[src/rtl/m65c02_ucycle_pkg.sv]
// Shared definitions for the M65C02A microcycle controller: state encodings and
// the default microword Len field width.
package m65c02_ucycle_pkg;

  localparam int unsigned LEN_W_DEF = 2;

  localparam logic [1:0] sRST  = 2'd0;
  localparam logic [1:0] sRUN  = 2'd1;
  localparam logic [1:0] sWAIT = 2'd2;
  localparam logic [1:0] sHALT = 2'd3;

endpackage

[src/rtl/m65c02_wait_timer.sv]
// Wait-state counter for the terminal phase. It saturates at pWaitMax-1 and
// flags that value as terminal count, which qualifies the timeout.
module m65c02_wait_timer #(
  parameter int unsigned pWaitMax = 16,
  parameter int unsigned pCntW    = $clog2(pWaitMax)
) (
  input  logic Clk,
  input  logic Rst,
  input  logic Clr,
  input  logic Inc,
  output logic Tc
);

  localparam logic [pCntW-1:0] TC_VAL = pCntW'(pWaitMax - 1);

  logic [pCntW-1:0] wait_cnt;

  always_ff @(posedge Clk) begin
    if (Rst || Clr) begin
      wait_cnt <= '0;
    end else if (Inc && (wait_cnt != TC_VAL)) begin
      wait_cnt <= wait_cnt + 1'b1;
    end
  end

  assign Tc = (wait_cnt == TC_VAL);

endmodule

[src/rtl/m65c02_ucycle_ctrl.sv]
// Microcycle controller: stretches each MPC microcycle to Len+1 clocks plus
// memory wait states, and produces Rdy on the final clock of each microcycle.
module m65c02_ucycle_ctrl
  import m65c02_ucycle_pkg::*;
#(
  parameter int unsigned pLenW    = LEN_W_DEF,
  parameter int unsigned pWaitMax = 16,
  parameter bit          pWaitEn  = 1'b1
) (
  input  logic             Clk,
  input  logic             Rst,
  input  logic             En,
  input  logic [pLenW-1:0] Len,
  input  logic             Wait,
  input  logic             ErrClr,
  output logic             Rdy,
  output logic             Start,
  output logic [pLenW-1:0] Phi,
  output logic             Tmo,
  output logic             Err
);

  logic [1:0]       state;
  logic [pLenW-1:0] len_q;
  logic [pLenW-1:0] len_eff;
  logic             wait_eff;
  logic             in_run;
  logic             in_wait;
  logic             at_term;
  logic             wt_tc;
  logic             done;
  logic             tmo_evt;
  logic             wt_inc;

  // Len is only trusted on the Start clock; afterwards the latched copy rules.
  assign len_eff  = Start ? Len : len_q;
  assign wait_eff = Wait & pWaitEn;
  assign in_run   = (state == sRUN);
  assign in_wait  = (state == sWAIT);
  assign at_term  = (Phi == len_eff);

  assign done    = ~Rst & ((in_run & at_term & ~wait_eff) |
                           (in_wait & (~wait_eff | wt_tc)));
  assign tmo_evt = ~Rst & in_wait & wait_eff & wt_tc;
  assign wt_inc  = ~Rst & wait_eff & ((in_run & at_term) | in_wait);
  assign Rdy     = done;

  m65c02_wait_timer #(
    .pWaitMax (pWaitMax)
  ) u_wait_timer (
    .Clk (Clk),
    .Rst (Rst),
    .Clr (done),
    .Inc (wt_inc),
    .Tc  (wt_tc)
  );

  always_ff @(posedge Clk) begin
    if (Rst) begin
      state <= sRST;
      Start <= 1'b0;
      Phi   <= '0;
      Tmo   <= 1'b0;
      Err   <= 1'b0;
      len_q <= '0;
    end else begin
      Tmo <= tmo_evt;
      // Tmo is a registered echo of the timeout clock, so a set is honoured on
      // both clocks; ErrClr coincident with either one cannot clear Err.
      Err <= tmo_evt | Tmo | (Err & ~ErrClr);
      if (Start) begin
        len_q <= Len;
      end
      case (state)
        sRST, sHALT: begin
          Phi   <= '0;
          Start <= En;
          state <= En ? sRUN : sHALT;
        end
        default: begin
          if (done) begin
            Phi   <= '0;
            Start <= En;
            state <= En ? sRUN : sHALT;
          end else begin
            Start <= 1'b0;
            if (in_run && at_term) begin
              state <= sWAIT;
            end else if (in_run) begin
              Phi <= Phi + 1'b1;
            end
          end
        end
      endcase
    end
  end

endmodule

[config.mk]
export PLATFORM = sky130hd
export DESIGN_NAME = m65c02_ucycle_ctrl
export DESIGN_NICKNAME = d
export VERILOG_FILES = /design/src/rtl/m65c02_ucycle_pkg.sv /design/src/rtl/m65c02_wait_timer.sv /design/src/rtl/m65c02_ucycle_ctrl.sv
export SDC_FILE = /design/constraint.sdc
export NUM_CORES = 1
export LEC_CHECK = 0
export BUFFER_PORTS_ARGS = -buffer_cell sky130_fd_sc_hd__buf_2
export CORE_AREA = 2 2 42 44
export CTS_CLUSTER_DIAMETER = 60
export DETAILED_ROUTE_END_ITERATION = 10
export DIE_AREA = 0 0 44 46
export PLACE_DENSITY = 0.67
export SLEW_MARGIN = 5
export SYNTH_ARGS = -nofsm -noshare
export SYNTH_HDL_FRONTEND = slang
export SYNTH_SLANG_ARGS = --single-unit
[constraint.sdc]
create_clock -name Clk -period 1.6 [get_ports Clk]
set_input_delay 0.32 -clock Clk [delete_from_list [all_inputs] [get_ports Clk]]
set_output_delay 0.32 -clock Clk [all_outputs]
set_load 0.02 [all_outputs]
### Word-level counts from Yosys, hierarchy flattened

Index checks and enable logic that the tools add are counted.

* output and inout port bits: 6
* word-level logic and storage cells: 49
* register bits after elaboration: 13

* bitwise operators: 19
* add/sub/neg operators: 2
* equality and inequality tests: 6
* multiplexer cells: 7
* reduce and logical (&&, ||, !) cells: 8

Operators with widths (number)
* $and 1x1->1: 10
* $mux 2: 5
* $or 1x1->1: 5
* $add 4x1->4 const B: 1
* $eq 2x2->1 const B: 2
* $eq 4x4->1 const B: 1
* $ne 4x4->1 const B: 1
* $not 1->1: 4
* $reduce_or 4->1: 1
* $reduce_bool 3->1: 1
* $add 2x1->2 const B: 1
* $eq 2x1->1 const B: 1
* $eq 2x2->1: 1
* $logic_and 1x1->1: 2
* $logic_not 2->1: 1
* $mux 1: 2
* $reduce_and 2->1: 1
* $reduce_or 2->1: 1
* $logic_or 1x1->1: 1

### Logic depth before layout (Yosys ltp)

* depth after elaboration: 8
* mapped depth: 7

### By module

Synthesis repeated with hierarchy kept, for this count alone.

* cells, all modules: 70
* area, all modules: 653.1 µm²

By module, submodules not included
* m65c02_ucycle_ctrl: instances 1, sequential area each 180.2 µm², area each 441.7 µm², cells each 48
* m65c02_wait_timer: instances 1, sequential area each 80.1 µm², area each 211.5 µm², cells each 22

### Least setup slack after synthesis

No wires, ideal clock.

* kind: register to output
* start point: reg Start
* end point: out Rdy
* data required time: 1280 ps
* cell stages (with the launch flop): 5
* path buffers: 0
* arrival time: 1741 ps
* slack: -461 ps
* cells stage by stage: dfxtp_1 > mux2i_2 > xor2_2 > a31oi_2 > nor3_1

* cells in the longest elaborated chain, start to end: 6

RTL lines
* from (decl): RTL line m65c02_ucycle_ctrl.sv:17 `output logic Start,`
* from (signal assigned): RTL line m65c02_ucycle_ctrl.sv:77 `Start <= En;`
* from (signal assigned): RTL line m65c02_ucycle_ctrl.sv:83 `Start <= En;`
* $mux 2
* $eq 2x2->1: RTL line m65c02_ucycle_ctrl.sv:40 `assign at_term = (Phi == len_eff);`
* $and 1x1->1 (2 in a row): RTL line m65c02_ucycle_ctrl.sv:42 `assign done = ~Rst & ((in_run & at_term & ~wait_eff) |`
* $or 1x1->1: RTL line m65c02_ucycle_ctrl.sv:42
* $and 1x1->1: RTL line m65c02_ucycle_ctrl.sv:42
* to (decl): RTL line m65c02_ucycle_ctrl.sv:16 `output logic Rdy,`

No other way between the ends.

### Final worst setup path

Ends and elaborated chain as after synthesis.

==> impl_metrics.yaml <==
finish:
  fin_nets: 117
  drive_above_1_share_pct: 45.3
  fin_util_pct: 60.9
  diodes: 0
  syn2layout_area_growth_pct: 47.3
drt:
  wl_per_cell_um: 13.9
  vias: 691
  firstDrtPassIters: 4
  drc: 0
  drt_wl_total_mm: 1.71
  antenna_left: 0
  vias_per_cell: 5.62
  drt-initial-drc-count: 18
global_routing:
  grt_overflow_total: 0
  grt_pass1_vias: 638
  grt_max_degree: 9
  antenna_found_initial: 0
  grt_pass1_wl_mm: 2.73
  track_usage_pct: 19.0
min_path:
  hp-start: "En"
  holdPathEnd: "Start"
  hold_path.class: "in2reg"
  holdPathStages: 3
yosys:
  synth-seq-area-share_pct: 39.0
  ys_ff_latch: 13
  netlist_area_sq_um: 667
  synth_warnings: 0
  syn_avg_cell_area_sq_um: 8.44
  synthFlopType: "dfxtp_1"
  synth_cell_types: 27
  syn_nets: 89
  synth_edf_count: 0
  netlist_instances: 79
  ys_async_sr_fraction_pct: 0
pwr:
  swShare_pct: 40.4
  power.share.clock_pct: 15.0
  p_leak_nw: 0.407
  vdd_drop_max_mv: 0.721
  power_density_mw_per_mm2: 1450
  seqPwrFrac_pct: 29.9
  power.switching_mw: 0.574
  power.internal_mw: 0.848
  combPwrFrac_pct: 55.1
setup_path:
  end_kind: "output pin"
  ff2ff_path_depth: 7
  crit_chain: "mux2i_4, xor2_4, a31oi_4, nor3_4, buf_6"
  regToRegEndpoint: "u_wait_timer.wait_cnt[0]"
  crit_type: "reg2out"
  critPathLaunchType: "register"
  cpLargestDelayFamily: "flip-flops"
  crit_fanout: 4
  max_stage_delay_ns: 0.39
  slowest_stage: "dfxtp_4"
  r2r_slack_ns: -0.31
  reg2reg_from: "Start"
  arrival_ns: 1.59
  worstPathRequired_ns: 1.28
  crit_buf_inv: 1
sta:
  period_share_pct: 119
  finalSetupViolCount: 8
  grt_setup_unrepaired: "yes"
  setup_ws_ns: -0.312
  whs_ns: 0.320
  slew-limit-headroom_pct: 81.3
  skew_ns: 0.000659
  max_freq_ghz: 0.523
  hold_viol_final: 0
  worst_pin_slew_ns: 0.280
  layout_min_cycle_time_ns: 1.91
  slew_viol_final: 0
placed_design:
  dpl.hpwl_mm: 1.15
  portBuffers: 12
  gp_congestion: 0.855
floorplan:
  core_area_sq_mm: 0.00161
  die-area_sq_mm: 0.00202
  fp.dieH_um: 46
  ios: 13
  fp.dieW_um: 44
  start_util_pct: 41.3
  row_count: 15
cts:
  cts_hold_buf: 0
  cts_sinks: 13
  clockBufferDepth: 2
  clk_pin_slew_ns: 0.08
  clockRootBuffer: "clkbuf_4"
  h-tree-depth: 1
  insertion_delay_ns: 0.28
  cts_buffers: 3
  cts_tree: "done"
status:
  status: "complete, but fails checks"
  violations: "setup timing"
flow_run:
  maxCapViolations: 0
## kinds of logic after synthesis
| logic type | Yosys count | share of synthesized area, % |
|---|---|---|
| compound gates | 17 | 16.9 |
| xor+xnor | 3 | 6.19 |
| fa+ha+maj | 3 | 5.63 |
| buf+inv | 7 | 3.94 |
| flops | 13 | 39.0 |
| mux | 2 | 4.13 |
| simple gates | 34 | 24.2 |
## per-stage QoR
step	power (mW)	worst slack [ns]	cells	instance area [sq um]	TNS (ns)
after floorplan	0.866	-0.0308	79	727	-0.0462
after global placement	1.03	-0.0878	115	867	-0.223
after detailed placement	1.05	-0.113	115	867	-0.338
after CTS	1.37	-0.322	123	943	-1.53
after global routing	1.52	-0.390	123	982	-2.33
final	1.42	-0.312	123	982	-1.69
## registers in the layout, summed over array words and instances (netlist names)
| register | count |
|---|---|
| Err | 1 |
| Tmo | 1 |
| Phi | 2 |
| Start | 1 |
| u_wait_timer.wait_cnt | 4 |
| state | 2 |
| len_q | 2 |
## tightest hold or removal path, cell delays in order
cell and delay, ns:
buf_2 0.10, o211ai_1 0.10, nor2_1 0.05
## final cells by class
| class | instances | area [sq um] |
|---|---|---|
| flip-flops and latches | 13 | 265 |
| repair buffers | 25 | 171 |
| clock buffers | 4 | 26.3 |
| inverters | 5 | 18.8 |
| well taps | 17 | 21.3 |
| multi-input cells | 59 | 479 |
| fillers | 139 | 632 |
## power groups by stage
stage	Clock [mW]	Combinational, mW	Sequential, mW
CTS	0.209	0.732	0.427
detailed placement	0	0.611	0.435
global placement	0	0.602	0.432
floorplan	0	0.424	0.442
global route	0.227	0.854	0.435
finish	0.214	0.784	0.425
## metal layers
metal,GRT usage [%],vias up,share of wire (%)
met5,0,-,0
met4,9.09,0,2.1
met3,4.76,7,4.0
met2,33.5,16,51
met1,21.2,335,42
li1,-,333,-
## cells in the mapped netlist, drive strengths merged, types with 2 or more instances
cell | n | area (sq um)
a21oi | 8 | 40.0
xor2 | 2 | 32.5
nor4 | 2 | 12.5
and3 | 2 | 12.5
a31oi | 2 | 18.8
clkbuf | 2 | 7.51
nor2 | 6 | 22.5
inv | 5 | 18.8
nor3 | 3 | 15.0
dfxtp | 13 | 260
nand2 | 11 | 41.3
a41oi | 2 | 17.5
nand3 | 5 | 25.0
ha | 3 | 37.5
mux2i | 2 | 27.5
## worst max-delay path by stage
stage / start / to / slack, ns / depth (start not counted)
6_report: Start / Rdy / -0.31 / 5
5_1_grt: Start / Rdy / -0.39 / 5
4_1_cts: Start / Rdy / -0.32 / 5
3_5_place_dp: Start / Phi[0] / -0.11 / 6
3_3_place_gp: Start / Rdy / -0.09 / 5
2_1_floorplan: Start / Rdy / -0.03 / 4
## repair_timing
action	in CTS	in global routing
pin swaps	3	2
setup buffers	4	0
resized for setup	5	8
gates cloned	0	0
endpoints found under the setup margin	7	10
## cells in the final DEF, fill, tap and decap left out, types with 2 or more instances in the layout
cell type and count:
buf_2 11, ha_1 2, buf_4 11, buf_6 3, dfxtp_1 11, nor4_2 2, nor2_1 6, inv_1 5
mux2i_4 2, nand2_1 11, and3_1 2, nand3_1 5, a21oi_1 7, clkbuf_4 3, a41oi_1 2, nor3_2 2
(Power assumes the default switching activity.)
